===== config.mk =====
export PLATFORM = sky130hd
export DESIGN_NAME = rom_loader_ctrl
export DESIGN_NICKNAME = d
export VERILOG_FILES = /design/src/rtl/rom_loader_ctrl.sv
export SDC_FILE = /design/constraint.sdc
export NUM_CORES = 1
export LEC_CHECK = 0
export BUFFER_PORTS_ARGS = -buffer_cell sky130_fd_sc_hd__buf_4
export CAP_MARGIN = 20
export CORE_MARGIN = 3
export CORE_UTILIZATION = 53
export CTS_CLUSTER_SIZE = 20
export DETAILED_ROUTE_END_ITERATION = 6
export PLACE_DENSITY_LB_ADDON = 0.08
export SLEW_MARGIN = 20
export SYNTH_ARGS = -nofsm -noshare
export SYNTH_HDL_FRONTEND = slang
export SYNTH_SLANG_ARGS = --single-unit

===== constraint.sdc =====
create_clock -name sys_clk -period 2.22 [get_ports sys_clk]
set_clock_uncertainty 0.15 [all_clocks]
set_input_delay 0.222 -clock sys_clk [delete_from_list [all_inputs] [get_ports sys_clk]]
set_output_delay 0.222 -clock sys_clk [all_outputs]
set_load 0.02 [all_outputs]

===== src/rtl/rom_loader_ctrl.sv =====
// Boot-load controller: parses a framed UART byte stream (A5, LEN, words, CSUM),
// writes little-endian words into the instruction ROM, and holds the CPU until the image verifies.
module rom_loader_ctrl #(
    parameter int          ROM_NUM        = 4096,
    parameter logic [31:0] BASE_ADDR      = 32'h0000_0000,
    parameter int          TIMEOUT_CYCLES = 1000000
) (
    input  logic        sys_clk,
    input  logic        sys_rst_n,
    input  logic        load_req_i,
    input  logic        rx_valid_i,
    input  logic [7:0]  rx_data_i,
    output logic        wr_en_o,
    output logic [31:0] wr_addr_o,
    output logic [31:0] wr_data_o,
    output logic        cpu_hold_o,
    output logic        busy_o,
    output logic        done_o,
    output logic        err_o,
    output logic [1:0]  err_code_o
);
    localparam int WIW = $clog2(ROM_NUM + 1);
    localparam int TW  = $clog2(TIMEOUT_CYCLES + 1);
    localparam logic [TW-1:0] TMO_LAST = TW'(TIMEOUT_CYCLES - 1);

    typedef enum logic [2:0] {
        S_IDLE, S_SYNC, S_LEN0, S_LEN1, S_DATA, S_CSUM, S_DONE, S_ERR
    } state_t;

    state_t         r_state, w_next;
    logic [15:0]    r_len;
    logic [WIW-1:0] r_word_idx;
    logic [1:0]     r_byte_cnt;
    logic [31:0]    r_word;
    logic [7:0]     r_csum;
    logic [TW-1:0]  r_tmo;
    logic           r_wr_en, r_done;
    logic [31:0]    r_wr_addr, r_wr_data;
    logic [1:0]     r_err_code, w_code;
    logic           w_busy, w_hold, w_err, w_start, w_tmo_hit, w_last, w_len_bad;
    logic [15:0]    w_len_new;
    logic [31:0]    w_word_new;

    assign w_start    = load_req_i && (r_state == S_IDLE || r_state == S_DONE || r_state == S_ERR);
    assign w_tmo_hit  = w_busy && !rx_valid_i && (r_tmo == TMO_LAST);
    assign w_last     = (32'(r_word_idx) + 32'd1 == 32'(r_len));
    assign w_len_new  = {rx_data_i, r_len[7:0]};
    assign w_len_bad  = (w_len_new == 16'd0) || (32'(w_len_new) > 32'(ROM_NUM));
    assign w_word_new = {rx_data_i, r_word[31:8]};

    always_ff @(posedge sys_clk or negedge sys_rst_n) begin
        if (!sys_rst_n) r_state <= S_IDLE;
        else            r_state <= w_next;
    end

    always_comb begin
        w_next = r_state;
        w_code = r_err_code;
        case (r_state)
            S_IDLE, S_DONE, S_ERR: if (load_req_i) w_next = S_SYNC;
            S_SYNC: if (rx_valid_i) begin
                if (rx_data_i == 8'hA5) w_next = S_LEN0;
                else begin w_next = S_ERR; w_code = 2'd0; end
            end
            S_LEN0: if (rx_valid_i) w_next = S_LEN1;
            S_LEN1: if (rx_valid_i) begin
                if (w_len_bad) begin w_next = S_ERR; w_code = 2'd1; end
                else w_next = S_DATA;
            end
            S_DATA: if (rx_valid_i && r_byte_cnt == 2'd3 && w_last) w_next = S_CSUM;
            S_CSUM: if (rx_valid_i) begin
                if (rx_data_i == r_csum) w_next = S_DONE;
                else begin w_next = S_ERR; w_code = 2'd3; end
            end
            default: w_next = S_IDLE;
        endcase
        // a byte in the expiry cycle wins because w_tmo_hit requires !rx_valid_i
        if (w_tmo_hit) begin
            w_next = S_ERR;
            w_code = 2'd2;
        end
    end

    always_comb begin
        w_busy = 1'b0;
        w_hold = 1'b0;
        w_err  = 1'b0;
        case (r_state)
            S_SYNC, S_LEN0, S_LEN1, S_DATA, S_CSUM: begin w_busy = 1'b1; w_hold = 1'b1; end
            S_ERR:   begin w_hold = 1'b1; w_err = 1'b1; end
            default: ;
        endcase
    end

    always_ff @(posedge sys_clk or negedge sys_rst_n) begin
        if (!sys_rst_n) begin
            r_len      <= '0;
            r_word_idx <= '0;
            r_byte_cnt <= '0;
            r_word     <= '0;
            r_csum     <= '0;
            r_tmo      <= '0;
            r_wr_en    <= 1'b0;
            r_wr_addr  <= '0;
            r_wr_data  <= '0;
            r_done     <= 1'b0;
            r_err_code <= '0;
        end else begin
            r_wr_en <= 1'b0;
            r_done  <= (r_state == S_CSUM) && (w_next == S_DONE);
            if (w_next == S_ERR && r_state != S_ERR) r_err_code <= w_code;
            if (w_start) begin
                r_len      <= '0;
                r_word_idx <= '0;
                r_byte_cnt <= '0;
                r_word     <= '0;
                r_csum     <= '0;
                r_tmo      <= '0;
                r_err_code <= '0;
            end else if (w_busy) begin
                r_tmo <= rx_valid_i ? '0 : r_tmo + 1'b1;
                if (rx_valid_i) begin
                    case (r_state)
                        S_LEN0: r_len[7:0]  <= rx_data_i;
                        S_LEN1: r_len[15:8] <= rx_data_i;
                        S_DATA: begin
                            r_word     <= w_word_new;
                            r_csum     <= r_csum + rx_data_i;
                            r_byte_cnt <= r_byte_cnt + 1'b1;
                            if (r_byte_cnt == 2'd3) begin
                                r_wr_en    <= 1'b1;
                                r_wr_addr  <= BASE_ADDR + (32'(r_word_idx) << 2);
                                r_wr_data  <= w_word_new;
                                r_word_idx <= r_word_idx + 1'b1;
                            end
                        end
                        default: ;
                    endcase
                end
            end
        end
    end

    assign wr_en_o    = r_wr_en;
    assign wr_addr_o  = r_wr_addr;
    assign wr_data_o  = r_wr_data;
    assign cpu_hold_o = w_hold;
    assign busy_o     = w_busy;
    assign done_o     = r_done;
    assign err_o      = w_err;
    assign err_code_o = r_err_code;
endmodule

==> impl_metrics.csv <==
group,metric,value,unit
power,clkPwrFrac,32.0,%
flow_run,max-cap-violations,0,
placement,portBuffers,63,
global_routing,grt_pass1_wl,29.2,mm
worst_setup_path,cp.depth,7,
timing,slew_viol_final,0,
power,power_frac_seq,38.9,%
detailed_routing,drt_iter0_drc,569,
final_layout,syn_to_final_growth,22.6,%
placement,preCtsSetupSlack,-0.168,ns
timing,rsz0062_at_grt,"true",
timing,setup_viol,0,
floorplan,coreArea,12300,um2
final_layout,nFillCells,974,
global_routing,grt_overflow,0,
worst_setup_path,crit_path_top_delay_cell,"dfrtp_1",
final_layout,layout-drive-gt1-share,18.9,%
hold_path,worstHoldPathCells,4,
detailed_routing,first_pass_iters,6,
detailed_routing,wl_per_cell,16.6,um
final_layout,mostFrequentLayoutCells,"nand2_1 (249), dfrtp_1 (135), buf_4 (108)",
floorplan,io_pins,83,
worst_setup_path,critPathLaunchType,"register",
cts,clockRootBuffer,"clkbuf_16",
worst_setup_path,crit_buf_inv,1,
cts,cts_made_buffers,17,
power,p_leak,3.99,nW
floorplan,row_count,40,
worst_setup_path,cp.arrival,2.39,ns
worst_setup_path,max_stage_delay,0.40,ns
final_layout,finish.net_count,903,
timing,fmax,457,MHz
synth,synth-main-ff-cell,"dfrtp_1",
placement,globalplace.congestion,0.870,
cts,htree_levels,4,
worst_setup_path,worstReg2RegStart,"r_word_idx[0]",
synth,netlist_area,6810,um2
run_status,status,"finished clean",
detailed_routing,vias,6041,
worst_setup_path,end_kind,"register",
timing,period_share,98.5,%
cts,cts_sinks,135,
timing,finalHoldViolations,0,
worst_setup_path,worstPathMaxFanout,8,
floorplan,die_h,119,um
hold_path,hp-class,"in -> reg",
detailed_routing,final_antenna_net_count,0,
synth,async_flop_share,100,%
detailed_routing,drc,0,
placement,hpwl,11.8,mm
cts,cts_buffer_depth,2,
final_layout,diodes,0,
floorplan,initial_core_util,55.5,%
cts,clkTransAtPathRegs,0.06,ns
synth,synth-edff-count,0,
timing,slew_headroom,51.8,%
worst_setup_path,required,2.42,ns
global_routing,grt_usage,25.5,%
detailed_routing,wl,17.6,mm
timing,fin_crit,2.19,ns
cts,cts_tree,"done",
power,power_density,1010,nW/um2
worst_setup_path,r2r_slack,0.03,ns
synth,ys_types,64,
power,internal_power,5.50,mW
synth,seq_area_frac_synth,49.6,%
worst_setup_path,cp-startpoint,"r_word_idx[0]",
worst_setup_path,reg2reg_to,"r_state[0]",
worst_setup_path,cpLargestDelayFamily,"compound AO/OA/AOI/OAI gates",
synth,ys_warn_count,0,
global_routing,grt_max_degree,54,
power,power.switching,2.96,mW
power,p_sw_share,35.0,%
power,ir_drop,0.000653,V
floorplan,dieArea,14200,um2
detailed_routing,via_per_inst,5.69,
global_routing,grt_pass1_vias,5822,
worst_setup_path,r2r_cells,7,
synth,syn_area_per_cell,8.58,um2
global_routing,antenna_found_initial,0,
final_layout,final_common_cell,"nand2_1",
final_layout,postLayoutCoreUtil,68.1,%
floorplan,die_w,119,um
worst_setup_path,crit_end,"r_state[0]",
power,combPwrFrac,29.0,%
timing,worst_slack,0.0334,ns
synth,syn_inst,794,
worst_setup_path,crit_chain,"buf_6 > and4_4 > nand4_1 > xnor2_1 > a2111oi_2 > o2111ai_1 > o21ai_1",
timing,hold_slack,0.0320,ns
worst_setup_path,crit_type,"reg -> reg",
timing,worst_pin_slew,0.722,ns
power,total_power,8.47,mW
cts,insertion_delay,0.43,ns
synth,ys_ff_latch,135,
## Yosys cell counts (2+ instances only)
library cell / number / share of area, %
nand2_1: 249 / 14
nor2b_1: 6 / 0.55
inv_1: 4 / 0.22
nand4_1: 13 / 1.2
nand3_1: 17 / 1.2
nor4_1: 10 / 0.92
or3_1: 5 / 0.46
nor3_1: 9 / 0.66
a21o_1: 2 / 0.22
o2111ai_1: 2 / 0.26
xor2_1: 6 / 0.77
a21oi_1: 34 / 2.5
clkbuf_1: 33 / 1.8
o21ai_1: 12 / 0.88
a31oi_1: 12 / 1.1
buf_2: 13 / 0.96
a211o_1: 2 / 0.26
and2_1: 4 / 0.37
o31ai_1: 6 / 0.66
o21ai_0: 79 / 5.8
dfrtp_1: 135 / 50
and3_1: 13 / 1.2
xnor2_1: 14 / 1.8
a22o_1: 4 / 0.51
o211ai_1: 2 / 0.22
nand4b_1: 3 / 0.39
a22oi_1: 3 / 0.33
ha_1: 10 / 1.8
nand2b_1: 3 / 0.28
nor3b_1: 2 / 0.22
a311o_1: 2 / 0.29
buf_4: 20 / 2.2
nor2_1: 34 / 1.9
## sequential cells by signal, indices dropped and copies added (netlist names)
signal      flops
done_o          1
r_tmo          20
r_word         24
wr_data_o      32
err_code_o      2
r_csum          8
r_state         3
r_word_idx     13
r_len          16
r_byte_cnt      2
wr_addr_o      13
wr_en_o         1
## kinds of logic (layout without fill, tap and decap cells)
kind of cell,Yosys count,count (layout),share of synthesized area [%]
fa+ha+maj,11,11,2.13
compound gates,174,174,15.1
xor+xnor,20,20,2.57
buf+inv,72,153,5.42
other cells,1,19,0.0551
mux,1,1,0.147
simple gates,380,380,25.0
flops,135,135,49.6
## power groups by stage
stage          sequential (mW)  combinational [mW]  clock [mW]
5_1_grt                   3.34                2.73        2.87
2_1_floorplan             3.19                1.57           0
3_5_place_dp              3.30                2.28           0
6_report                  3.30                2.46        2.71
4_1_cts                   3.26                2.33        2.74
3_3_place_gp              3.27                2.20           0
## metal layers
metal  wire, um  vias up  GRT usage, %
met2       8470      210          39.6
met5          0        -             0
met1       7900     2946          35.3
met3       1040       14          6.60
met4        176        0          7.87
li1           -     2871             -
## area by class of cell
class	instances	area (um2)	area share (%)
sequential	135	3380	40.5
clock buffer	21	450	5.40
clock inverter	11	115	1.38
inverter	5	18.8	0.225
timing repair buffer	116	915	11.0
multi-input combinational	605	3260	39.0
tap	168	210	2.52
## worst register-to-register path, stage by stage, from the launching register on
cell and delay, ns:
dfrtp_1 0.40, buf_6 0.15, and4_4 0.29, nand4_1 0.20, xnor2_1 0.20, a2111oi_2 0.37
o2111ai_1 0.19, o21ai_1 0.17
## through the flow
step | TNS [ns] | instances | area [um2]
3_5_place_dp | -0.168 | 1021 | 7580
2_1_floorplan | 0 | 812 | 6880
5_1_grt | -0.0666 | 1061 | 8350
6_report | 0 | 1061 | 8350
3_3_place_gp | -0.152 | 1021 | 7580
4_1_cts | 0 | 1056 | 8200
## how the worst min path moves through the flow
stage | from | endpoint
after detailed placement | sys_rst_n | r_tmo[2]
after global routing | rx_data_i[3] | wr_data_o[27]
after floorplan | sys_rst_n | done_o
final | rx_data_i[0] | r_csum[0]
after global placement | sys_rst_n | r_tmo[2]
after CTS | rx_data_i[6] | wr_data_o[30]
## timing repair
item	CTS	global route
resized for setup	4	13
pin swaps	2	8
buffers inserted	0	5
hold endpoints to repair	88	0
setup endpoints to repair	2	5
hold buffers	3	0
No activity file was read; power rests on OpenSTA's default activity.
